==> src/rtl/serial_pkg.sv <==
// Shared serial-link definitions: FSM state encoding and line levels.
// Used by both the transmit and the receive side.
package serial_pkg;

  typedef enum logic [2:0] {
    IDLE   = 3'd0,
    START  = 3'd1,
    DATA   = 3'd2,
    PARITY = 3'd3,
    STOP   = 3'd4
  } state_t;

  localparam logic LINE_IDLE = 1'b1;
  localparam logic START_BIT = 1'b0;
  localparam logic STOP_BIT  = 1'b1;

endpackage

==> src/rtl/serial_tx_if.sv <==
// Word handshake into the serial transmitter.
// master drives the word, slave (the transmitter) returns ready.
interface serial_tx_if #(
  parameter int DATA_W = 8
);

  logic [DATA_W-1:0] iData;
  logic              iValid;
  logic              oReady;

  modport master (
    output iData,
    output iValid,
    input  oReady
  );

  modport slave (
    input  iData,
    input  iValid,
    output oReady
  );

endinterface

==> src/rtl/serial_bit_timer.sv <==
// Bit-period timer: counts 0..CLKS_PER_BIT-1 while enabled, pulses oTick
// on the wrap cycle, and is held at zero while disabled.
module serial_bit_timer #(
  parameter int CLKS_PER_BIT = 4
) (
  input  logic iclk,
  input  logic irstn,
  input  logic iEn,
  output logic oTick
);

  localparam int CW =
    (CLKS_PER_BIT > 1) ? $clog2(CLKS_PER_BIT) : 1;
  localparam logic [CW-1:0] LAST = CW'(CLKS_PER_BIT - 1);

  logic [CW-1:0] cnt;

  assign oTick = iEn && (cnt == LAST);

  always_ff @(posedge iclk) begin
    if (!irstn) begin
      cnt <= '0;
    end else if (!iEn || oTick) begin
      cnt <= '0;
    end else begin
      cnt <= cnt + CW'(1);
    end
  end

endmodule

==> src/rtl/serial_tx.sv <==
// Parallel-to-serial transmitter: start, LSB-first data, stop; idle high.
// Define SERIAL_TX_PARITY_EN to insert an even-parity bit before stop.
module serial_tx
  import serial_pkg::*;
#(
  parameter int DATA_W       = 8,
  parameter int CLKS_PER_BIT = 4
) (
  input  logic        iclk,
  input  logic        irstn,
  serial_tx_if.slave  bus,
  output logic        oTx,
  output logic        oBusy
);

  localparam int IW = (DATA_W > 1) ? $clog2(DATA_W) : 1;
  localparam logic [IW-1:0] LAST_IDX = IW'(DATA_W - 1);

  state_t            state, state_n;
  logic [DATA_W-1:0] sh, sh_n;
  logic [IW-1:0]     idx, idx_n;
  logic              tx_q, tx_n;
  logic              tick;
  logic              accept;

`ifdef SERIAL_TX_PARITY_EN
  localparam state_t AFTER_DATA = PARITY;
  logic par_q, par_n;
`else
  localparam state_t AFTER_DATA = STOP;
`endif

  assign bus.oReady = (state == IDLE);
  assign oBusy      = (state != IDLE);
  assign oTx        = tx_q;
  assign accept     = bus.iValid && (state == IDLE);

  serial_bit_timer #(
    .CLKS_PER_BIT(CLKS_PER_BIT)
  ) u_timer (
    .iclk  (iclk),
    .irstn (irstn),
    .iEn   (state != IDLE),
    .oTick (tick)
  );

  always_comb begin
    state_n = state;
    sh_n    = sh;
    idx_n   = idx;
    tx_n    = LINE_IDLE;
`ifdef SERIAL_TX_PARITY_EN
    par_n   = accept ? ^bus.iData : par_q;
`endif
    unique case (state)
      IDLE: begin
        if (accept) begin
          state_n = START;
          sh_n    = bus.iData;
        end
      end
      START: begin
        if (tick) state_n = DATA;
      end
      DATA: begin
        if (tick) begin
          sh_n = sh >> 1;
          if (idx == LAST_IDX) begin
            idx_n   = '0;
            state_n = AFTER_DATA;
          end else begin
            idx_n = idx + IW'(1);
          end
        end
      end
`ifdef SERIAL_TX_PARITY_EN
      PARITY: begin
        if (tick) state_n = STOP;
      end
`endif
      STOP: begin
        if (tick) state_n = IDLE;
      end
      default: state_n = IDLE;
    endcase
    // Line level is registered from the next state so oTx has no comb path.
    unique case (state_n)
      START:   tx_n = START_BIT;
      DATA:    tx_n = sh_n[0];
`ifdef SERIAL_TX_PARITY_EN
      PARITY:  tx_n = par_n;
`endif
      STOP:    tx_n = STOP_BIT;
      default: tx_n = LINE_IDLE;
    endcase
  end

  always_ff @(posedge iclk) begin
    if (!irstn) begin
      state <= IDLE;
      sh    <= '0;
      idx   <= '0;
      tx_q  <= LINE_IDLE;
    end else begin
      state <= state_n;
      sh    <= sh_n;
      idx   <= idx_n;
      tx_q  <= tx_n;
    end
  end

`ifdef SERIAL_TX_PARITY_EN
  always_ff @(posedge iclk) begin
    if (!irstn) begin
      par_q <= 1'b0;
    end else begin
      par_q <= par_n;
    end
  end
`endif

endmodule

==> src/flat_wrapper.sv <==
// flat-port wrapper written by rule: the top's interface ports become plain ports
module serial_tx_flat import serial_pkg::*;
#(
  parameter int DATA_W       = 8,
  parameter int CLKS_PER_BIT = 4
)
  (iclk, irstn, oTx, oBusy, bus_iData, bus_iValid, bus_oReady);
  serial_tx_if #(.DATA_W(DATA_W)) bus_i ();
  input  logic iclk;
  input  logic irstn;
  output logic oTx;
  output logic oBusy;
  input wire logic [$bits(bus_i.iData)-1:0] bus_iData;
  input wire logic [$bits(bus_i.iValid)-1:0] bus_iValid;
  output wire logic [$bits(bus_i.oReady)-1:0] bus_oReady;
  assign bus_i.iData = bus_iData;
  assign bus_i.iValid = bus_iValid;
  assign bus_oReady = bus_i.oReady;
  serial_tx #(.DATA_W(DATA_W), .CLKS_PER_BIT(CLKS_PER_BIT)) u_core (.iclk(iclk), .irstn(irstn), .bus(bus_i), .oTx(oTx), .oBusy(oBusy));
endmodule
==> config.mk <==
export PLATFORM = sky130hd
export DESIGN_NAME = serial_tx_flat
export DESIGN_NICKNAME = d
export VERILOG_FILES = /design/src/rtl/serial_pkg.sv /design/src/rtl/serial_tx_if.sv /design/src/rtl/serial_bit_timer.sv /design/src/rtl/serial_tx.sv /design/src/flat_wrapper.sv
export SDC_FILE = /design/constraint.sdc
export NUM_CORES = 1
export LEC_CHECK = 0
export CELL_PAD_IN_SITES_DETAIL_PLACEMENT = 0
export CELL_PAD_IN_SITES_GLOBAL_PLACEMENT = 1
export CORE_UTILIZATION = 35
export DETAILED_ROUTE_END_ITERATION = 12
export PLACE_DENSITY = 0.81
export RECOVER_POWER = 25
export SLEW_MARGIN = 30
export SYNTH_ARGS = -nofsm -noshare
export SYNTH_HDL_FRONTEND = slang
export SYNTH_HIERARCHICAL = 1
export SYNTH_SLANG_ARGS = --single-unit
==> constraint.sdc <==
create_clock -name iclk -period 2.05 [get_ports iclk]
set_input_delay 0.615 -clock iclk [delete_from_list [all_inputs] [get_ports iclk]]
set_output_delay 0.615 -clock iclk [all_outputs]
set_load 0.05 [all_outputs]
### Word-level counts from Yosys, hierarchy flattened

Cells that the tools add are included.

* bitwise gates (word level): 1
* reductions and logical operators: 10
* equal/unequal tests: 9
* add/subtract/negate cells: 2
* muxes and demuxes: 11

Operator list (number)
* two-way mux 3 bit: 6
* two-way mux 8 bit: 2
* case mux 8 bit (2 select lines): 1
* case mux 3 bit (4 select lines): 1
* == test 3 x 1 -> 1 bit, second input constant: 2
* == test 3 x 2 -> 1 bit, second input constant: 2
* == test 3 bit, second input constant: 2
* adder 3 x 1 -> 3 bit, second input constant: 1
* zero test 3 bit: 1
* AND reduction 3 bit: 1
* nonzero test 3 bit: 1
* adder 2 x 1 -> 2 bit, second input constant: 1
* == test 2 bit, second input constant: 1
* logical AND 1 bit: 2
* != test 2 x 1 -> 1 bit, second input constant: 1
* != test 2 bit, second input constant: 1
* case mux 1 bit (2 select lines): 1
* AND reduction 2 bit: 1
* nonzero test 2 bit: 1
* OR reduction 2 bit: 1
* zero test 1 bit: 1
* logical OR 1 bit: 1
* NOT 1 bit: 1

* flip-flop bits (word level): 17
* input bits: 11
* logic and storage cells: 39

### Depth between registers and ports, before layout

Gate-level depths: netlist (run 1).

* word-level depth: 6
* gate-level depth with buffers: 8

### Hierarchy

The synthesis (run 1) kept the hierarchy.

By module, submodules not included
* serial_tx: cells each 71, instances 1, seq. area each 300.3 um^2, area each 725.7 um^2
* serial_bit_timer: cells each 6, instances 1, seq. area each 40.0 um^2, area each 83.8 um^2

### Least setup slack after synthesis (run 1)

OpenSTA, ideal clock, no wires.

* path kind: register -> register
* start: register u_core.state[1]
* end: register u_core.tx_q (netlist: u_core/oTx)
* library setup time: 0.139 ns
* cell stages (with the launch flop): 8
* path buffers: 1
* arrival: 2.243 ns
* slack: -0.332 ns
* cell sequence: dfxtp_1 -> buf_6 -> or3_1 -> and2_2 -> and4bb_1 -> a22o_1 -> a2111oi_2 -> o221ai_1

* word-level cells in the longest chain between the ends: 6
* elaborated cells on any way between the ends: 19
* classes of those cells: eq/ne: 5; mux: 10; reduce/logical: 4

Ends and longest elaborated chain
* start, declared: RTL line serial_tx.sv:19 `state_t state, state_n;`
* start signal, assigned: RTL line serial_tx.sv:105 `state <= state_n;`
* nonzero test 3 bit *
* via oBusy: RTL line flat_wrapper.sv:12 `output logic oBusy;`
* logical AND 1 bit *: RTL line serial_bit_timer.sv:18 `assign oTick = iEn && (cnt == LAST);`
* via u_core.tick: RTL line serial_tx.sv:23 `logic tick;`
* two-way mux 3 bit, on equally long branches: RTL line serial_tx.sv:82, serial_tx.sv:63, serial_tx.sv:66
* case mux 3 bit (4 select lines): RTL line serial_tx.sv:55 `unique case (state)`
* == test 3 x 2 -> 1 bit or == test 3 x 1 -> 1 bit (tied branches): RTL line serial_tx.sv:87 `unique case (state_n)`
* case mux 1 bit (2 select lines) *: RTL line serial_tx.sv:87
* end signal, assigned: RTL line serial_tx.sv:108 `tx_q <= tx_n;`
* end, declared: RTL line serial_tx.sv:22 `logic tx_q, tx_n;`

Mark *: on every way through the listed nets, which the timed path passes. The rest lies on a longest branch. The select of a mux whose other input is x is not followed.
A chain may end at the register's enable or synchronous reset.

### Worst setup path after layout (run 1)

* start: register u_core.state[2]
* end: register u_core.sh[4]

* word-level cells in the longest chain between the ends: 4
* elaborated cells on any way between the ends: 10
* classes of those cells: eq/ne: 3; mux: 1; reduce/logical: 6

Ends and longest elaborated chain
* nonzero test 3 bit: RTL line serial_tx.sv:43 `.iEn (state != IDLE),`
* logical AND 1 bit: RTL line serial_bit_timer.sv:18
* via u_core.tick: RTL line serial_tx.sv:23
* != test 2 bit (no source line)
* AND reduction 3 bit (no source line)
* end signal, assigned: RTL line serial_tx.sv:106 `sh <= sh_n;`
* end, declared: RTL line serial_tx.sv:20 `logic [DATA_W-1:0] sh, sh_n;`

The timed path passes the listed nets, and every way through them passes these cells.

==> run summary, run 1 <==
The run finished with clean final reports. The worst register-to-register path begins at u_core/state[2]. Setup repair after global routing left no endpoint under its margin. In this run the worst hold path is classified as flip-flop to flip-flop. The reported max-cap violation count was 0; the area of combinational cells with multiple inputs was 425 um^2.

The netlist area before placement came out at 810 um^2. The cell-internal power was 0.470 mW; the global-route usage over all layers was 13.6%. Setup violations remaining at the end of the flow were counted as 0. Height of the die: 50.1 um.

Sequential cells were found to cover 42.0% of the synthesized design area. No sink is reached through more buffers than the 2 on the longest clock path. The library cell used most frequently in the layout, excluding fill and tap cells, is sky130_fd_sc_hd__dfxtp_1. Cells with a size suffix above 1 make up 18.9% of the layout. For the worst setup path, the data arrival time is 2.08 ns. The portion of the clock cycle consumed by the worst path in the final layout works out to 91.3%. The tools report the proportion of power drawn by combinational gates as 15.9%. The clock-pin slew on the worst setup and hold paths was 0.09 ns. Before antenna repair, the detailed router went through 3 iterations.

The tools report the minimum hold slack as 0.462 ns. The relative area change from synthesis to final layout works out to 24.9%. Number of global-route vias before repair: 579. At the end of routability-driven placement, the weighted congestion stood at 0.713.

After floorplanning, the core was divided into 17 placement rows. For the sequential power share, the log shows 56.8%. The floorplan step defined a die boundary enclosing 2510 um^2. The tools report the type of element capturing the critical path as a flip-flop. STA puts the critical path data required time at 2.26 ns.

Once the floorplan was initialized, standard cells occupied 37.0% of the core. The run gives 110 as the number of nets in the layout. For the later-pin clock latency in the skew report, the log shows 0.28 ns.

CTS placed an instance of sky130_fd_sc_hd__clkbuf_4 at the clock tree root. The count of buffers added on input and output ports is 13. Total power per unit cell area: 610 nW/um^2. The tools report the number of cells produced by synthesis as 77.

Counting flops and latches in the post-synthesis netlist gives 17. Buffers inserted during clock tree synthesis total 3. The first global-routing pass estimated 2.53 mm of wire. The die outline width is 50.1 um. The reported net switching power was 0.147 mW. Each instance of the synthesized netlist takes up on average 10.5 um^2. After synthesis, the netlist uses 28 different library cells.

The hold path depth is 2, and the switching power as a share of total power is 23.8%. The maximum single-stage delay on the critical path came out at 0.41 ns. The clock net in this run drives a total of 17 sinks. The tools report the number of antenna violations at the first check in global routing as 0. Worst setup path startpoint: u_core/state[2].

Counting every net in the synthesized netlist gives 91. Summed over all layers, the global routing overflow is 0. The worst hold path endpoint is u_core/sh[1]. At the pin with the least slew margin, the transition time is 0.607 ns.

The analysis attributes to cell leakage a power of 0.393 nW. The number of violations reported at the end of detailed-routing iteration 0 was 9; the register-to-register setup slack was 0.18 ns. During synthesis, Yosys emitted a total of 6 warnings.

The routed layout has 616 vias. For the final sum of negative setup slack, the log shows 0 ns. The standard cell with the maximum stage delay on the critical path is sky130_fd_sc_hd__or3_4. In this run the most critical hold path is launched from u_core/sh[1].

Max-slew headroom at the worst pin: 59.7%. In this run, the clock network consumes 27.3% of the power. In this run the count of I/O pins placed on the die edge is 14.

Dividing the detail-routed via count by the number of cells gives 5.01. The routed design has 1.43 mm of wire. The number of slew-limit violations in the final report came out at 0. The critical path goes through or3_4, and2_4, and4bb_1, buf_4, nor2_4, buf_4, nand2_1, a21boi_1.

The worst-case IR drop observed on VDD is 0.212 mV. Based on the critical path, the design can be clocked at up to 0.534 GHz. Measured in cells, the most critical reg-to-reg path has a length of 8. The final critical-path setup slack is 0.178 ns, and the minimum period implied by the final worst setup slack is 1.87 ns. Counting stages on the worst path, the most repeated cell is sky130_fd_sc_hd__buf_4. After detailed routing, the average wire length per cell comes to 11.7 um. Detailed placement ended at an HPWL of 1.07 mm. The count of nets left with antenna violations after detail routing came out at 0. TritonCTS built the clock tree.

In this run, post-CTS repair resized a total of 0 instances. The worst clock skew is 0.00261 ns, and the count of unresolved DRC violations after routing is 0. The number of buffers added to fix hold violations after cts is 0, and the sequential cell area in the final layout is 340 um^2.

The top fanout value on the critical path came out at 10. In the layout the commonest cells are sky130_fd_sc_hd__dfxtp_1 (17), sky130_fd_sc_hd__clkdlybuf4s50_1 (9), sky130_fd_sc_hd__buf_4 (7), sky130_fd_sc_hd__a22oi_1 (7). After clock tree synthesis, the setup repair step added 0 buffers. The tools report the worst reg2reg path endpoint as u_core/sh[4]. STA classifies the critical path startpoint as a flip-flop. The standard cell core area is 2190 um^2.

The critical path is of the flip-flop to flip-flop type. Entering global routing, the biggest net connects 18 pins. The filler cells instantiated in the layout total 211. The number of endpoints with negative hold slack in the final report came out at 0. The tools report the pre-CTS setup slack as -0.0305 ns. The H-tree depth came out at 1. The final antenna diode count was 0.
==> routing by layer <==
layer	track usage (%)	vias to the layer above	routed length, um
li1	-	316	-
met1	16.6	289	670
met2	22.7	9	713
met3	1.85	2	36
met4	7.14	0	12
met5	0	-	0
==> registers in the layout, indices dropped and copies added, names as in the netlist <==
signal and cells:
u_core/u_timer/cnt 2, u_core/sh 8, u_core/oTx 1, u_core/state 3, u_core/idx 3
==> through the flow <==
stage | power [mW] | cells | utilization (%) | area (um^2)
after floorplan | 0.414 | 77 | - | 816
after global placement | 0.456 | 119 | 45.1 | 988
after detailed placement | 0.459 | 119 | 45.1 | 988
after CTS | 0.630 | 123 | 46.3 | 1010
after global routing | 0.654 | 123 | 46.1 | 1010
final | 0.616 | 123 | 46.1 | 1010
==> worst max path at each step <==
stage                               to  slack, ns  cells after the start
after floorplan             u_core/oTx       0.08                      8
after global placement      u_core/oTx     -0.005                      5
after detailed placement    u_core/oTx      -0.03                      5
after CTS                   bus_oReady       0.17                      3
after global routing        u_core/oTx       0.02                      7
final                     u_core/sh[4]       0.18                      8
==> worst max-delay path: cells and delay by family, from the launching register on <==
family	cells	cell delay (ns)
AND/OR/NAND/NOR	5	0.99
buffers and inverters	2	0.35
flip-flops	1	0.32
AO/OA/AOI/OAI	1	0.14
==> Yosys cell counts <==
cell,instances,area (um^2)
sky130_fd_sc_hd__buf_6,3,33.8
sky130_fd_sc_hd__dfxtp_1,17,340
sky130_fd_sc_hd__ha_1,3,37.5
sky130_fd_sc_hd__buf_2,1,5.00
sky130_fd_sc_hd__mux2i_1,4,40.0
sky130_fd_sc_hd__nor2b_1,5,31.3
sky130_fd_sc_hd__nor2_1,2,7.51
sky130_fd_sc_hd__nor3b_1,2,15.0
sky130_fd_sc_hd__and4b_2,1,11.3
sky130_fd_sc_hd__clkbuf_1,1,3.75
sky130_fd_sc_hd__and4b_1,1,10.0
sky130_fd_sc_hd__a21oi_1,4,20.0
sky130_fd_sc_hd__a22o_1,1,8.76
sky130_fd_sc_hd__or3_1,1,6.26
sky130_fd_sc_hd__nor4b_4,1,23.8
sky130_fd_sc_hd__and2_2,1,7.51
sky130_fd_sc_hd__inv_1,2,7.51
sky130_fd_sc_hd__a2111oi_2,1,15.0
sky130_fd_sc_hd__and4bb_2,1,12.5
sky130_fd_sc_hd__nor3_1,1,5.00
sky130_fd_sc_hd__a21boi_1,6,45.0
sky130_fd_sc_hd__and2_1,1,6.26
sky130_fd_sc_hd__o221ai_1,1,8.76
sky130_fd_sc_hd__and4bb_1,1,12.5
sky130_fd_sc_hd__nand2_1,6,22.5
sky130_fd_sc_hd__and3b_1,1,8.76
sky130_fd_sc_hd__nor2_4,1,11.3
sky130_fd_sc_hd__a22oi_1,7,52.6
==> power groups by stage <==
stage	clock [mW]	combinational (mW)	sequential, mW
global placement	0	0.0992	0.357
floorplan	0	0.0531	0.361
global route	0.195	0.107	0.352
detailed placement	0	0.100	0.358
CTS	0.179	0.101	0.350
finish	0.168	0.0978	0.350
==> area by class of cell <==
cell class	count	share of cell area, %
multi-input combinational	53	42.1
sequential	17	33.7
timing repair buffer	19	17.5
tap	28	3.47
clock buffer	4	2.60
inverter	2	0.743
==> kinds of logic (layout without fill, tap and decap cells) <==
family | after synthesis | in the layout | synth area share (%)
and+or+nand+nor | 26 | 26 | 23.6
muxes | 4 | 4 | 4.95
DFF | 17 | 17 | 42.0
adders and majority gates | 3 | 3 | 4.64
AOI/OAI and AO/OA | 20 | 20 | 18.5
buffers and inverters | 7 | 25 | 6.18
Power figures use the tool's default switching activity.
==> run 2, diff against run 1 <==
--- a/config.mk
+++ b/config.mk
@@ -7,6 +7,7 @@
 export LEC_CHECK = 0
 export CELL_PAD_IN_SITES_DETAIL_PLACEMENT = 0
 export CELL_PAD_IN_SITES_GLOBAL_PLACEMENT = 1
+export CORE_MARGIN = 2
 export CORE_UTILIZATION = 35
 export DETAILED_ROUTE_END_ITERATION = 12
 export PLACE_DENSITY = 0.81
==> run 2 against run 1 <==
Highest routed layer unchanged. Power grew 1.9%. Clock power up 7%. Final cell count unchanged. Utilization is 0.17 points higher. Register-to-register slack lost 0.06 ns. Via count up 5.8%. Largest power group unchanged. Cell area is 0.37% higher. Flip-flop and latch count stayed put. Worst hold slack better by 0.0031 ns.
==> run summary, run 2 (synthesis gave the netlist of run 1 again) <==
Registers with the highest flip-flop counts: u_core/sh (8), u_core/idx (3), u_core/state (3) (unchanged). The logs give 0.518 GHz (was 0.534 GHz) for the fmax and 0.393 nW (about the same) for the static power due to leakage. The tools report the count of cells resized by post-cts repair as 0 (unchanged). The maximum resistive drop on vdd was 0.228 mV (was 0.212 mV). The H-tree depth was 1 (unchanged); the cell count after placement was 119 (unchanged). The number of flip-flops in the largest register works out to 8 (unchanged). Total non-filler cell area in the finished layout: 1010 um^2 (about the same).

For the wire length reported by the detailed router, the log shows 1.63 mm (was 1.43 mm). The final antenna diode count was 0 (unchanged). The tools report the layout filler cell count as 207 (was 211). Setup repair after global routing left no endpoint under its margin. The run gives 17 (was 9) as the number of violations reported at the end of detailed-routing iteration 0. The run gives 14 (unchanged) as the total I/O pin count. The logs give 37.0% (unchanged) for the initial core utilization and 2.07 ns (was 2.08 ns) for the data arrival at the endpoint of the critical path.

The standard cell core area was 2190 um^2 (unchanged); the count of nets left with antenna violations after detail routing was 0 (unchanged). The minimum hold slack is 0.465 ns (was 0.462 ns), and the relative area change from synthesis to final layout is 25.3% (was 24.9%). The number of buffers inserted by port buffering was 13 (unchanged). The clock-pin slew on the worst setup and hold paths works out to 0.10 ns (was 0.09 ns).

The number of vias per cell after detailed routing was 5.30 (was 5.01). The non-filler instance count after layout is 123 (unchanged), and the minimum period implied by the final worst setup slack is 1.93 ns (was 1.87 ns). The via total after detailed routing came out at 652 (was 616). The type of element capturing the critical path is a flip-flop (unchanged). Most frequent cells in the layout: sky130_fd_sc_hd__dfxtp_1 (17), sky130_fd_sc_hd__clkdlybuf4s50_1 (9), sky130_fd_sc_hd__a22oi_1 (7) (was sky130_fd_sc_hd__dfxtp_1 (17), sky130_fd_sc_hd__clkdlybuf4s50_1 (9), sky130_fd_sc_hd__buf_4 (7), sky130_fd_sc_hd__a22oi_1 (7)).

Final count of negative-setup-slack endpoints: 0 (unchanged). For the number of endpoints with negative hold slack in the final report, the log shows 0 (unchanged). For the number of clock sinks seen by CTS, the log shows 17 (unchanged).

The total half-perimeter wirelength after legalization and detailed placement is 1.16 mm (was 1.07 mm), and the routed wire length per instance is 13.2 um (was 11.7 um). The count of standard-cell rows is 17 (unchanged). The most common library cell in the layout ignoring fill and taps was sky130_fd_sc_hd__dfxtp_1 (unchanged). The library cell used as clock root buffer was sky130_fd_sc_hd__clkbuf_4 (unchanged). The number of buffers inserted by post-CTS setup repair is 0 (unchanged), and the data required time at the worst endpoint is 2.19 ns (was 2.26 ns).

Actual transition at the worst max-transition pin: 0.592 ns (was 0.607 ns). The worst hold-check path type is flip-flop to flip-flop (unchanged). The count of unresolved DRC violations after routing is 0 (unchanged). The logs give 2710 um^2 (was 2510 um^2) for the area enclosed by the die boundary and 988 um^2 (unchanged) for the instance area after placement. Worst clock skew: 0.00186 ns (was 0.00261 ns).

The top fanout value on the critical path came out at 6 (was 10). The run gives 60.7% (was 59.7%) as the max-slew headroom at the worst pin. The pin count of the biggest net entering global routing was 18 (unchanged). The run gives 110 (unchanged) as the number of nets in the layout. The portion of the clock cycle consumed by the worst path in the final layout came out at 94.2% (was 91.3%). The power after layout is 0.628 mW (was 0.616 mW). The ratio of cells with drive above 1 in the final layout came out at 18.9% (unchanged). The tools report the number of global-route vias before repair as 614 (was 579).

The final estimated routing congestion in global placement is 0.708 (was 0.713), and the die outline width is 52.1 um (was 50.1 um). The tools report the number of antenna violations at the first check in global routing as 0 (unchanged). The post-layout utilization of the core came out at 46.3% (was 46.1%). The run gives 13.8% (was 13.6%) as the global-route usage over all layers.

Register with the highest flop count: u_core/sh (unchanged). The logs give 2 (unchanged) for the number of buffers on the longest clock path and 0 (unchanged) for the leftover overflow at the end of global routing. The number of slew-limit violations in the final report is 0 (unchanged), and the wire length of the first global-routing pass is 2.73 mm (was 2.53 mm).

The iteration count of the initial detailed-routing pass was 4 (was 3). The height of the die is 52.1 um (was 50.1 um). TritonCTS built the clock tree. The total power per unit cell area is 619 nW/um^2 (was 610 nW/um^2), and the later-pin clock latency in the skew report is 0.28 ns (about the same). The run finished with clean final reports.

The launching element type of the critical path was a flip-flop (unchanged). The type of the worst setup path was flip-flop to flip-flop (unchanged). The number of buffers inserted during clock tree synthesis came out at 3 (unchanged). The number of buffers added to fix hold violations after cts is 0 (unchanged). The tools report the reported max-cap violation count as 0 (unchanged).
## run 2: power breakdown
part | total [mW] | internal, mW | switching, mW
clock | 0.179 | 0.0756 | 0.103
combinational | 0.0987 | 0.0508 | 0.0479
sequential | 0.350 | 0.344 | 0.00679
## run 2: stage by stage
step,TNS (ns),setup WS [ns]
6_report,0,0.119
3_5_place_dp,-0.0815,-0.0815
4_1_cts,0,0.135
2_1_floorplan,0,0.0823
3_3_place_gp,-0.00213,-0.00213
5_1_grt,0,0.0191
## run 2: per-layer routing
metal / global-route usage (%) / wire length [um] / share of wire, %
met1: 16.0 / 730 / 45
met2: 23.6 / 795 / 49
met3: 3.16 / 81 / 5.0
met4: 6.58 / 17 / 1.0
met5: 0 / 0 / 0
## run 2: critical path: stages, from the launching register on
cell	delay [ns]
sky130_fd_sc_hd__dfxtp_1	0.33
sky130_fd_sc_hd__or3_4	0.41
sky130_fd_sc_hd__and2_4	0.17
sky130_fd_sc_hd__and4bb_1	0.23
sky130_fd_sc_hd__a22o_1	0.24
sky130_fd_sc_hd__a2111oi_2	0.25
sky130_fd_sc_hd__o221ai_1	0.15
## run 2: layout make-up
cell class	instances	area, um^2	area share [%]
multi-input combinational	53	425	41.9
sequential	17	340	33.5
timing repair buffer	19	180	17.8
tap	28	35.0	3.45
clock buffer	4	26.3	2.59
inverter	2	7.51	0.740
## run 2: final timing paths
check                   from  depth (start not counted)  slack [ns]      endpoint
max reg2reg  u_core/state[2]                          6        0.12    u_core/oTx
min reg2reg     u_core/sh[3]                          2        0.47  u_core/sh[3]
min             u_core/sh[3]                          2        0.47  u_core/sh[3]
max          u_core/state[2]                          6        0.12    u_core/oTx
==> run 3, diff against run 2 <==
--- a/config.mk
+++ b/config.mk
@@ -8,9 +8,9 @@
 export CELL_PAD_IN_SITES_DETAIL_PLACEMENT = 0
 export CELL_PAD_IN_SITES_GLOBAL_PLACEMENT = 1
 export CORE_MARGIN = 2
-export CORE_UTILIZATION = 35
+export CORE_UTILIZATION = 39
 export DETAILED_ROUTE_END_ITERATION = 12
-export PLACE_DENSITY = 0.81
+export PLACE_DENSITY = 0.85
 export RECOVER_POWER = 25
 export SLEW_MARGIN = 30
 export SYNTH_ARGS = -nofsm -noshare
==> constraint.sdc (replaced) <==
create_clock -name iclk -period 2.1 [get_ports iclk]
set_input_delay 0.63 -clock iclk [delete_from_list [all_inputs] [get_ports iclk]]
set_output_delay 0.63 -clock iclk [all_outputs]
set_load 0.05 [all_outputs]
==> run 3 against run 2 <==
Worst hold slack worse by 0.0061 ns. Setup slack worse by 0.035 ns. Power down 2.6%. Cell area up 0.12%. Utilization up 5.5 points. Final cell count down 0.81%. Die area down 9.5%. Via count down 3.4%. Sequential power down 2%. Global-route usage down 0.23 points. Wire length down 6.2%. Clock power down 4%. Critical path type is now flip-flop to output pin. Largest cell class unchanged. Largest power group unchanged. Highest routed layer unchanged.
==> run summary, run 3 (synthesis gave the netlist of run 1 again) <==
The number of flip-flops in the largest register works out to 8 (unchanged). TritonCTS built the clock tree. The most common library cell in the layout ignoring fill and taps is sky130_fd_sc_hd__dfxtp_1 (unchanged). The number of buffers inserted by port buffering came out at 13 (unchanged). Library cell used as clock root buffer: sky130_fd_sc_hd__clkbuf_4 (unchanged). The logs give 630 (was 652) for the via total after detailed routing and 1960 um^2 (was 2190 um^2) for the standard cell core area.

The final count of negative-setup-slack endpoints was 0 (unchanged). Worst flop-to-flop path startpoint: u_core/state[2] (unchanged). The count of standard-cell rows was 16 (was 17); the H-tree depth was 1 (unchanged).

The clock-pin slew on the worst setup and hold paths works out to 0.09 ns (was 0.10 ns). The standard cell with the maximum stage delay on the critical path is sky130_fd_sc_hd__clkdlybuf4s50_1 (was sky130_fd_sc_hd__or3_4). The instance area after placement was 990 um^2 (was 988 um^2). The portion of the clock cycle consumed by the worst path in the final layout is 96.0%, and the number of antenna violations at the first check in global routing is 0 (unchanged). The register with the highest flop count was u_core/sh (unchanged). The relative area change from synthesis to final layout came out at 25.5% (was 25.3%).

The die outline width was 49.6 um (was 52.1 um). The minimum period implied by the final worst setup slack was 2.02 ns. The launching element type of the critical path was a flip-flop (unchanged). Most frequent cells in the layout: sky130_fd_sc_hd__dfxtp_1 (17), sky130_fd_sc_hd__clkdlybuf4s50_1 (10), sky130_fd_sc_hd__buf_4 (7), sky130_fd_sc_hd__a22oi_1 (7) (was sky130_fd_sc_hd__dfxtp_1 (17), sky130_fd_sc_hd__clkdlybuf4s50_1 (9), sky130_fd_sc_hd__a22oi_1 (7)).

The run gives 1.39 ns (was 2.07 ns) as the data arrival at the endpoint of the critical path. Initial core utilization: 41.3% (was 37.0%). The logs give 0.733 (was 0.708) for the final estimated routing congestion in global placement and 14 (unchanged) for the total I/O pin count. Number of clock sinks seen by CTS: 17 (unchanged). The number of nets in the layout was 110 (unchanged); the later-pin clock latency in the skew report was 0.28 ns (about the same). The number of global-route vias before repair was 606 (was 614). The type of the worst setup path is flip-flop to output pin (was flip-flop to flip-flop). The data required time at the worst endpoint came out at 1.47 ns (was 2.19 ns). The logs give -0.0432 ns (was -0.0815 ns) for the pre-CTS setup slack and 0 (unchanged) for the count of nets left with antenna violations after detail routing.

The run gives 1.14 mm (was 1.16 mm) as the total half-perimeter wirelength after legalization and detailed placement. Registers with the highest flip-flop counts: u_core/sh (8), u_core/idx (3), u_core/state (3) (unchanged). The tools report the number of buffers inserted during clock tree synthesis as 3 (unchanged). The wire length reported by the detailed router was 1.52 mm (was 1.63 mm).

The number of buffers added to fix hold violations after cts is 0 (unchanged). Cell count after placement: 118 (was 119). The routed wire length per instance came out at 12.5 um (was 13.2 um). For the global-route usage over all layers, the log shows 13.6% (was 13.8%). The count of buffer and inverter cells on the critical path was 1 (was 0). The worst min-delay path startpoint is u_core/sh[4] (was u_core/sh[3]).

Final critical-path setup slack: 0.0838 ns (was 0.119 ns). The logs give 4 (unchanged) for the iteration count of the initial detailed-routing pass and 9 (was 17) for the number of violations reported at the end of detailed-routing iteration 0. The total non-filler cell area in the finished layout was 1020 um^2 (was 1010 um^2); the power after layout was 0.612 mW (was 0.628 mW). The worst clock skew came out at 0.00551 ns (was 0.00186 ns). Crit-path cells: clkdlybuf4s50_1 (was or3_4, and2_4, and4bb_1, a22o_1, a2111oi_2, o221ai_1). For the non-filler instance count after layout, the log shows 122 (was 123).

The height of the die was 49.6 um (was 52.1 um); the minimum hold slack was 0.459 ns (was 0.465 ns). The ratio of cells with drive above 1 in the final layout came out at 18.9% (unchanged). The tools report the worst setup path startpoint as u_core/oTx (was u_core/state[2]). The post-layout utilization of the core was 51.8% (was 46.3%); the count of unresolved DRC violations after routing was 0 (unchanged). The cell class contributing the biggest share of worst-path delay is buffers and inverters (was simple AND/OR/NAND/NOR gates). The tools report the number of slew-limit violations in the final report as 0 (unchanged). For the final sum of negative setup slack, the log shows 0 ns (unchanged).

The type of element capturing the critical path is an output pin (was a flip-flop). The reported max-cap violation count came out at 0 (unchanged). The leftover overflow at the end of global routing came out at 0 (unchanged). The top fanout value on the critical path was 1 (was 6). The total power per unit cell area works out to 602 nW/um^2 (was 619 nW/um^2). The area enclosed by the die boundary came out at 2460 um^2 (was 2710 um^2). The max-slew headroom at the worst pin is 66.5% (was 60.7%), and the number of endpoints with negative hold slack in the final report is 0 (unchanged). For the static power due to leakage, the log shows 0.395 nW (was 0.393 nW). The worst hold-check path type is flip-flop to flip-flop (unchanged).

The number of vias per cell after detailed routing came out at 5.16 (was 5.30). The run gives 0 (unchanged) as the count of cells resized by post-cts repair. The tools report the number of buffers on the longest clock path as 2 (unchanged).

The tools report the wire length of the first global-routing pass as 2.59 mm (was 2.73 mm). Final antenna diode count: 0 (unchanged). Setup repair after global routing left no endpoint under its margin.

The run gives 18 (unchanged) as the pin count of the biggest net entering global routing. The flow ran to the end, and the final reports show no timing, DRC or antenna violations. The actual transition at the worst max-transition pin was 0.501 ns (was 0.592 ns); the number of buffers inserted by post-CTS setup repair was 0 (unchanged).

Fmax: 0.496 GHz. The maximum single-stage delay on the critical path is 0.79 ns (was 0.41 ns), and the maximum resistive drop on vdd is 0.296 mV (was 0.228 mV).
-- run 3: cell types whose count changed in the layout (fill, tap and decap cells not counted), sizes merged --
cell	delta
clkbuf	-1
clkdlybuf4s50	+1
-- run 3: where the power goes --
| part | switching [mW] | internal (mW) |
|---|---|---|
| sequential | 0.00645 | 0.335 |
| clock | 0.0979 | 0.0736 |
| combinational | 0.0471 | 0.0511 |
-- run 3: final cells by class --
cell class / instances / area [um^2]
fillers: 212 / 946
multi-input cells: 53 / 425
flip-flops and latches: 17 / 340
repair buffers: 19 / 183
well taps: 27 / 33.8
clock buffers: 4 / 26.3
inverters: 2 / 7.51
-- run 3: routing by layer --
metal / wire length, um / GRT usage, % / up-vias
met1: 678 / 15.8 / 304
met2: 794 / 24.0 / 7
met3: 31 / 1.82 / 2
li1: - / - / 317
met4: 19 / 6.94 / 0
met5: 0 / 0 / -
-- run 3: worst paths after layout --
kind	endpoint	slack [ns]	cells past startpoint
hold reg to reg	u_core/sh[4]	0.46	2
setup / recovery	oTx	0.08	1
hold / removal	u_core/sh[4]	0.46	2
setup reg to reg	u_core/oTx	0.12	6
==> RTL edit 1, RTL diff (config.mk and constraints of run 1) <==
Encoding of `state_t`: now one-hot (5 bits for 5 states).
--- a/src/rtl/serial_pkg.sv
+++ b/src/rtl/serial_pkg.sv
@@ -2,12 +2,12 @@
 // Used by both the transmit and the receive side.
 package serial_pkg;
 
-  typedef enum logic [2:0] {
-    IDLE   = 3'd0,
-    START  = 3'd1,
-    DATA   = 3'd2,
-    PARITY = 3'd3,
-    STOP   = 3'd4
+  typedef enum logic [4:0] {
+    IDLE   = 5'b00001,
+    START  = 5'b00010,
+    DATA   = 5'b00100,
+    PARITY = 5'b01000,
+    STOP   = 5'b10000
   } state_t;
 
   localparam logic LINE_IDLE = 1'b1;
Function: no difference found for any inputs over 10 cycles, from zero or initial values and one cycle with irstn low; not proved beyond that.
==> RTL edit 1 against run 1 <==
The flow now finishes with violations (negative setup slack); sequential share of layout area fell by 3.6 points; count of clock-buffer cells in the layout fell by 1; wire length up 40%; maximum frequency shrank 23%; die area is 17% higher; area after synthesis is 18% higher; design area increased by 26%; worst setup slack worse by 0.54 ns; sequential cell count is 2 higher; power increased by 18%; combinational power is 38% higher; via count is 32% higher; global-route usage up 3.5 points; largest power group unchanged; highest routed layer unchanged.
==> RTL edit 1: results (changes against run 1) <==
* Status: complete, but fails checks (was finished clean)
* Failing checks: negative setup slack
* R2r endpoint: u_core/oTx$_SDFF_PN1_ (was u_core/sh[4]$_SDFFE_PN0P_)
* Clk slew on worst S/H paths at 0.12 ns (was 0.09 ns)
* Initial DRT Pass Iterations at 4 (was 3)
* Fraction of area in multi-input gates at 43.3% (was 42.1%)
* Comb power frac at 18.6% (was 15.9%)
* Met2 GRT Util at 30.5% (was 22.7%)
* Global-route wire length before repair at 3480 um (was 2530 um)
* Final setup viols at 1 (was 0)
* Final-layout fill cell count at 246 (was 211)
* NonClk Buf Share at 20.5% (was 17.5%)
* Synth cell types at 41 (was 28)
* GP Congestion at 0.989 (was 0.713)
* Sequential Area at 382 sq um (was 340 sq um)
* Dpl hpwl at 1560 um (was 1070 um)
* Skew final at 0.0153 ns (was 0.00261 ns)
* Clock-cell share at 2.36% (was 2.60%)
* Multi-input comb cells at 71 (was 53)
* Actual slew at the worst max-slew pin at 0.589 ns (was 0.607 ns)
* Largest net degree at the start of global routing at 13 (was 18)
* Clock sink count at 19 (was 17)
* Setup tns final at -0.366 ns (was 0 ns)
* Synth cell count leaders: 19 x dfxtp_1, 10 x nand2_1, 6 x a21boi_0, 6 x a22oi_1 (was 17 x dfxtp_1, 7 x a22oi_1, 6 x a21boi_1, 6 x nand2_1, 5 x nor2b_1)
* Initial DRC count at 13 (was 9)
* Final net count at 141 (was 110)
* Seq/Total Area, Yosys at 39.9% (was 42.0%)
* Synth area leaders: dfxtp_1 40%, a21boi_0 4.7%, a22oi_1 4.7% (was dfxtp_1 42%, a22oi_1 6.5%, a21boi_1 5.6%)
* Inverters at 3 (was 2)
* CP Max Fanout at 4 (was 10)
* Final worst setup slack at -0.366 ns (was 0.178 ns)
* Gr usage total at 17.0% (was 13.6%)
* Critical Path Max Stage Delay at 0.51 ns (was 0.41 ns)
* FF-to-FF path depth at 9 (was 8)
==> RTL edit 1: cell count changes in the layout (fill, tap and decap cells not counted), moves of 2 or more <==
cell	run 1	this run
buf_4	7	14
a21boi_0	0	6
a21boi_1	6	0
a21oi_1	4	0
nand2_1	6	10
o21ai_0	0	2
==> RTL edit 1: logic make-up after synthesis <==
logic type               after synthesis  share of synthesized area [%]
AO/OA/AOI/OAI                         22                           17.5
XOR/XNOR                               1                          0.919
adder cells (fa/ha/maj)                3                           3.94
buffers and inverters                  9                           5.38
flip-flops                            19                           39.9
multiplexers                           4                           4.20
other                                  1                          0.393
AND/OR/NAND/NOR                       40                           27.8
==> RTL edit 1: stage by stage <==
stage	utilization [%]	setup WS [ns]	total power [mW]	std cells	area (sq um)
3_3_place_gp	48.3	-0.437	0.524	152	1220
2_1_floorplan	-	-1.31	0.468	99	965
5_1_grt	50.4	-0.469	0.765	156	1270
3_5_place_dp	48.3	-0.502	0.528	152	1220
4_1_cts	51.2	-0.369	0.741	158	1290
6_report	50.4	-0.366	0.726	156	1270
==> RTL edit 1: what timing repair did <==
item | CTS | global route
setup endpoints to repair | 8 | 7
setup buffers | 20 | 0
gates cloned | 0 | 0
pin swaps | 4 | 0
resized for setup | 8 | 4
==> RTL edit 1: worst reg2reg max path, cell delays in order (launching register included) <==
cell and delay [ns]:
dfxtp_2 0.33, or2_4 0.25, nor3_4 0.14, inv_2 0.06, and2_4 0.17, or3b_4 0.36
a21oi_2 0.13, a311oi_1 0.06, or4b_1 0.51, a221o_1 0.30
==> RTL edit 1: per-layer routing <==
layer | wire length, um | vias to the layer above
met1 | 900 | 377
li1 | - | 415
met2 | 989 | 22
met4 | 13 | 0
met5 | 0 | -
met3 | 99 | 2
==> RTL edit 2, RTL diff (flow settings as in run 1) <==
Made on the original files. `DATA_W` is set to 8 in 3 places; all go to 32.
--- a/src/rtl/serial_tx_if.sv
+++ b/src/rtl/serial_tx_if.sv
@@ -1,7 +1,7 @@
 // Word handshake into the serial transmitter.
 // master drives the word, slave (the transmitter) returns ready.
 interface serial_tx_if #(
-  parameter int DATA_W = 8
+  parameter int DATA_W = 32
 );
 
   logic [DATA_W-1:0] iData;
--- a/src/rtl/serial_tx.sv
+++ b/src/rtl/serial_tx.sv
@@ -3,7 +3,7 @@
 module serial_tx
   import serial_pkg::*;
 #(
-  parameter int DATA_W       = 8,
+  parameter int DATA_W       = 32,
   parameter int CLKS_PER_BIT = 4
 ) (
   input  logic        iclk,
--- a/src/flat_wrapper.sv
+++ b/src/flat_wrapper.sv
@@ -1,7 +1,7 @@
 // flat-port wrapper written by rule: the top's interface ports become plain ports
 module serial_tx_flat import serial_pkg::*;
 #(
-  parameter int DATA_W       = 8,
+  parameter int DATA_W       = 32,
   parameter int CLKS_PER_BIT = 4
 )
   (iclk, irstn, oTx, oBusy, bus_iData, bus_iValid, bus_oReady);
Interface: changed (resized bus_iData); port bits go from 14 to 38. The function was not compared with the original's and may differ.
==> RTL edit 2 against run 1 <==
Wire length grew to 2.7 times the old value; worst setup slack worse by 0.052 ns; critical endpoint is now u_core/oTx$_SDFF_PN1_; design area grew 150%; clock power increased to 3.0 times the old value; non-clock buffer count grew 29; area after synthesis is 130% higher; sequential cell count increased by 26; count of clock-buffer cells in the layout is 3 higher; power rose to 2.6 times the old value.
==> RTL edit 2: results (changes against run 1) <==
* Seq/Total Area, Yosys at 45.6% (was 42.0%)
* Vias/cell at 5.07 (was 5.01)
* Largest net degree at the start of global routing at 44 (was 18)
* Fraction of registers with async set/reset at 0% (unchanged)
* R2R Setup Slk at 0.15 ns (was 0.18 ns)
* Synth area leaders: dfxtp_1 46%, a22oi_1 13%, a21boi_0 12% (was dfxtp_1 42%, a22oi_1 6.5%, a21boi_1 5.6%)
* Global-route wire length before repair at 6460 um (was 2530 um)
* Leak at 0.886 nW (was 0.393 nW)
* CP delay by family, top: buffers and inverters (was simple AND/OR/NAND/NOR gates)
* Vias in the first global route at 1386 (was 579)
* Clk root buf: clkbuf_8 (was clkbuf_4)
* FF-to-FF path depth at 7 (was 8)
* Wirelength per Cell at 12.4 um (was 11.7 um)
* Status: finished clean (unchanged)
* RR Startpoint: u_core/u_timer/cnt[0]$_SDFF_PP0_ (was u_core/state[2]$_SDFF_PN0_)
* GP Congestion at 0.702 (was 0.713)
* Port buffer count at 37 (was 13)
* Synth cell types at 35 (was 28)
* Hold slack at 0.454 ns (was 0.462 ns)
* Hold Path End: u_core/sh[18]$_SDFFE_PN0P_ (was u_core/sh[1]$_SDFFE_PN0P_)
* Placed instance count at 302 (was 119)
* Dpl cell area at 2410 sq um (was 988 sq um)
* CP max stage cell: clkdlybuf4s50_1 (was or3_4)
* Ys Warns at 6 (unchanged)
* Actual slew at the worst max-slew pin at 0.690 ns (was 0.607 ns)
* Skew final at 0.00424 ns (was 0.00261 ns)
* Initial DRC count at 107 (was 9)
* Dpl hpwl at 2590 um (was 1070 um)
* Maximum vdd ir drop at 0.294 mV (was 0.212 mV)
* Synth cell count leaders: 43 x dfxtp_1, 35 x nand2_1, 32 x a22oi_1 (was 17 x dfxtp_1, 7 x a22oi_1, 6 x a21boi_1, 6 x nand2_1, 5 x nor2b_1)
* Worst Hold Launch: u_core/sh[18]$_SDFFE_PN0P_ (was u_core/sh[1]$_SDFFE_PN0P_)
* Final net count at 277 (was 110)
* Final-layout fill cell count at 531 (was 211)
* CP Max Fanout at 8 (was 10)
* Biggest regs: u_core/sh x32, u_core/idx x5, u_core/state x3 (was u_core/sh x8, u_core/idx x3, u_core/state x3)
* Critical Path Max Stage Delay at 0.48 ns (was 0.41 ns)
* R2r endpoint: u_core/oTx$_SDFF_PN1_ (was u_core/sh[4]$_SDFFE_PN0P_)
* Clock buffer count from CTS at 5 (was 3)
* Fin cells at 310 (was 123)
* Initial DRT Pass Iterations at 4 (was 3)
-- RTL edit 2: changes by cell type in the layout (fill, tap and decap cells not counted), moves of 2 or more --
| cell | run 1 | this run |
|---|---|---|
| a21boi_1 | 6 | 4 |
| mux2i_1 | 4 | 1 |
| dfxtp_1 | 17 | 43 |
| nor2b_1 | 5 | 3 |
| buf_12 | 1 | 3 |
| clkbuf_4 | 3 | 0 |
| clkdlybuf4s50_1 | 9 | 33 |
| o21ai_0 | 0 | 2 |
| clkbuf_8 | 0 | 5 |
| nand2_1 | 6 | 35 |
| a22oi_1 | 7 | 32 |
| a21boi_0 | 0 | 30 |
-- RTL edit 2: power breakdown --
group / total [mW] / switching, mW / internal, mW
logic: 0.224 / 0.0971 / 0.127
clock network: 0.507 / 0.268 / 0.239
registers: 0.895 / 0.0195 / 0.876
-- RTL edit 2: stage by stage --
stage                     total power [mW]  utilization, %  setup TNS, ns  setup slack [ns]
after floorplan                       1.03               -              0            0.0237
after global placement                1.14            46.9          -1.01           -0.0878
after detailed placement              1.15            46.9          -1.18            -0.118
after CTS                             1.66            48.4              0            0.0318
after global routing                  1.71            48.2              0           0.00881
final                                 1.63            48.2              0             0.126
-- RTL edit 2: worst max path at each step --
stage | from | end | slack (ns) | cells after the start
final | bus_iValid | u_core/oTx$_SDFF_PN1_ | 0.13 | 6
after global routing | u_core/u_timer/cnt[0]$_SDFF_PP0_ | u_core/idx[3]$_SDFFE_PN0P_ | 0.009 | 6
after CTS | u_core/state[0]$_SDFF_PN0_ | u_core/sh[28]$_SDFFE_PN0P_ | 0.03 | 7
after detailed placement | bus_iValid | u_core/oTx$_SDFF_PN1_ | -0.12 | 6
after global placement | bus_iValid | u_core/oTx$_SDFF_PN1_ | -0.09 | 6
after floorplan | u_core/state[2]$_SDFF_PN0_ | u_core/oTx$_SDFF_PN1_ | 0.02 | 8
-- RTL edit 2: area by class of cell --
class	count	area [sq um]	share of cell area, %
clock buffers	7	76.3	3.08
repair buffers	48	480	19.4
flip-flops and latches	43	861	34.7
multi-input cells	139	962	38.8
inverters	2	7.51	0.303
well taps	70	87.6	3.53
clock inverters	1	5.00	0.202
-- RTL edit 2: logic make-up after synthesis --
group / synth area share [%]
mux: 0.530
buf+inv: 5.23
flops: 45.6
compound gates: 28.9
fa+ha+maj: 1.99
simple gates: 17.8
-- RTL edit 2: routing by layer --
layer	track usage, %	vias up	wire [um]	share of wire, %
met5	0	-	0	0
met4	6.79	0	40	1.0
met3	4.50	2	169	4.4
met2	22.8	31	1740	45
met1	20.3	734	1910	49
li1	-	805	-	-
-- RTL edit 2: worst reg2reg max path, stage by stage, from the launching register on --
cell and delay (ns):
dfxtp_1 0.33, ha_1 0.18, and2_4 0.15, nor4bb_4 0.36, buf_6 0.26, nor3b_1 0.09
nor4b_2 0.24, o221ai_1 0.12
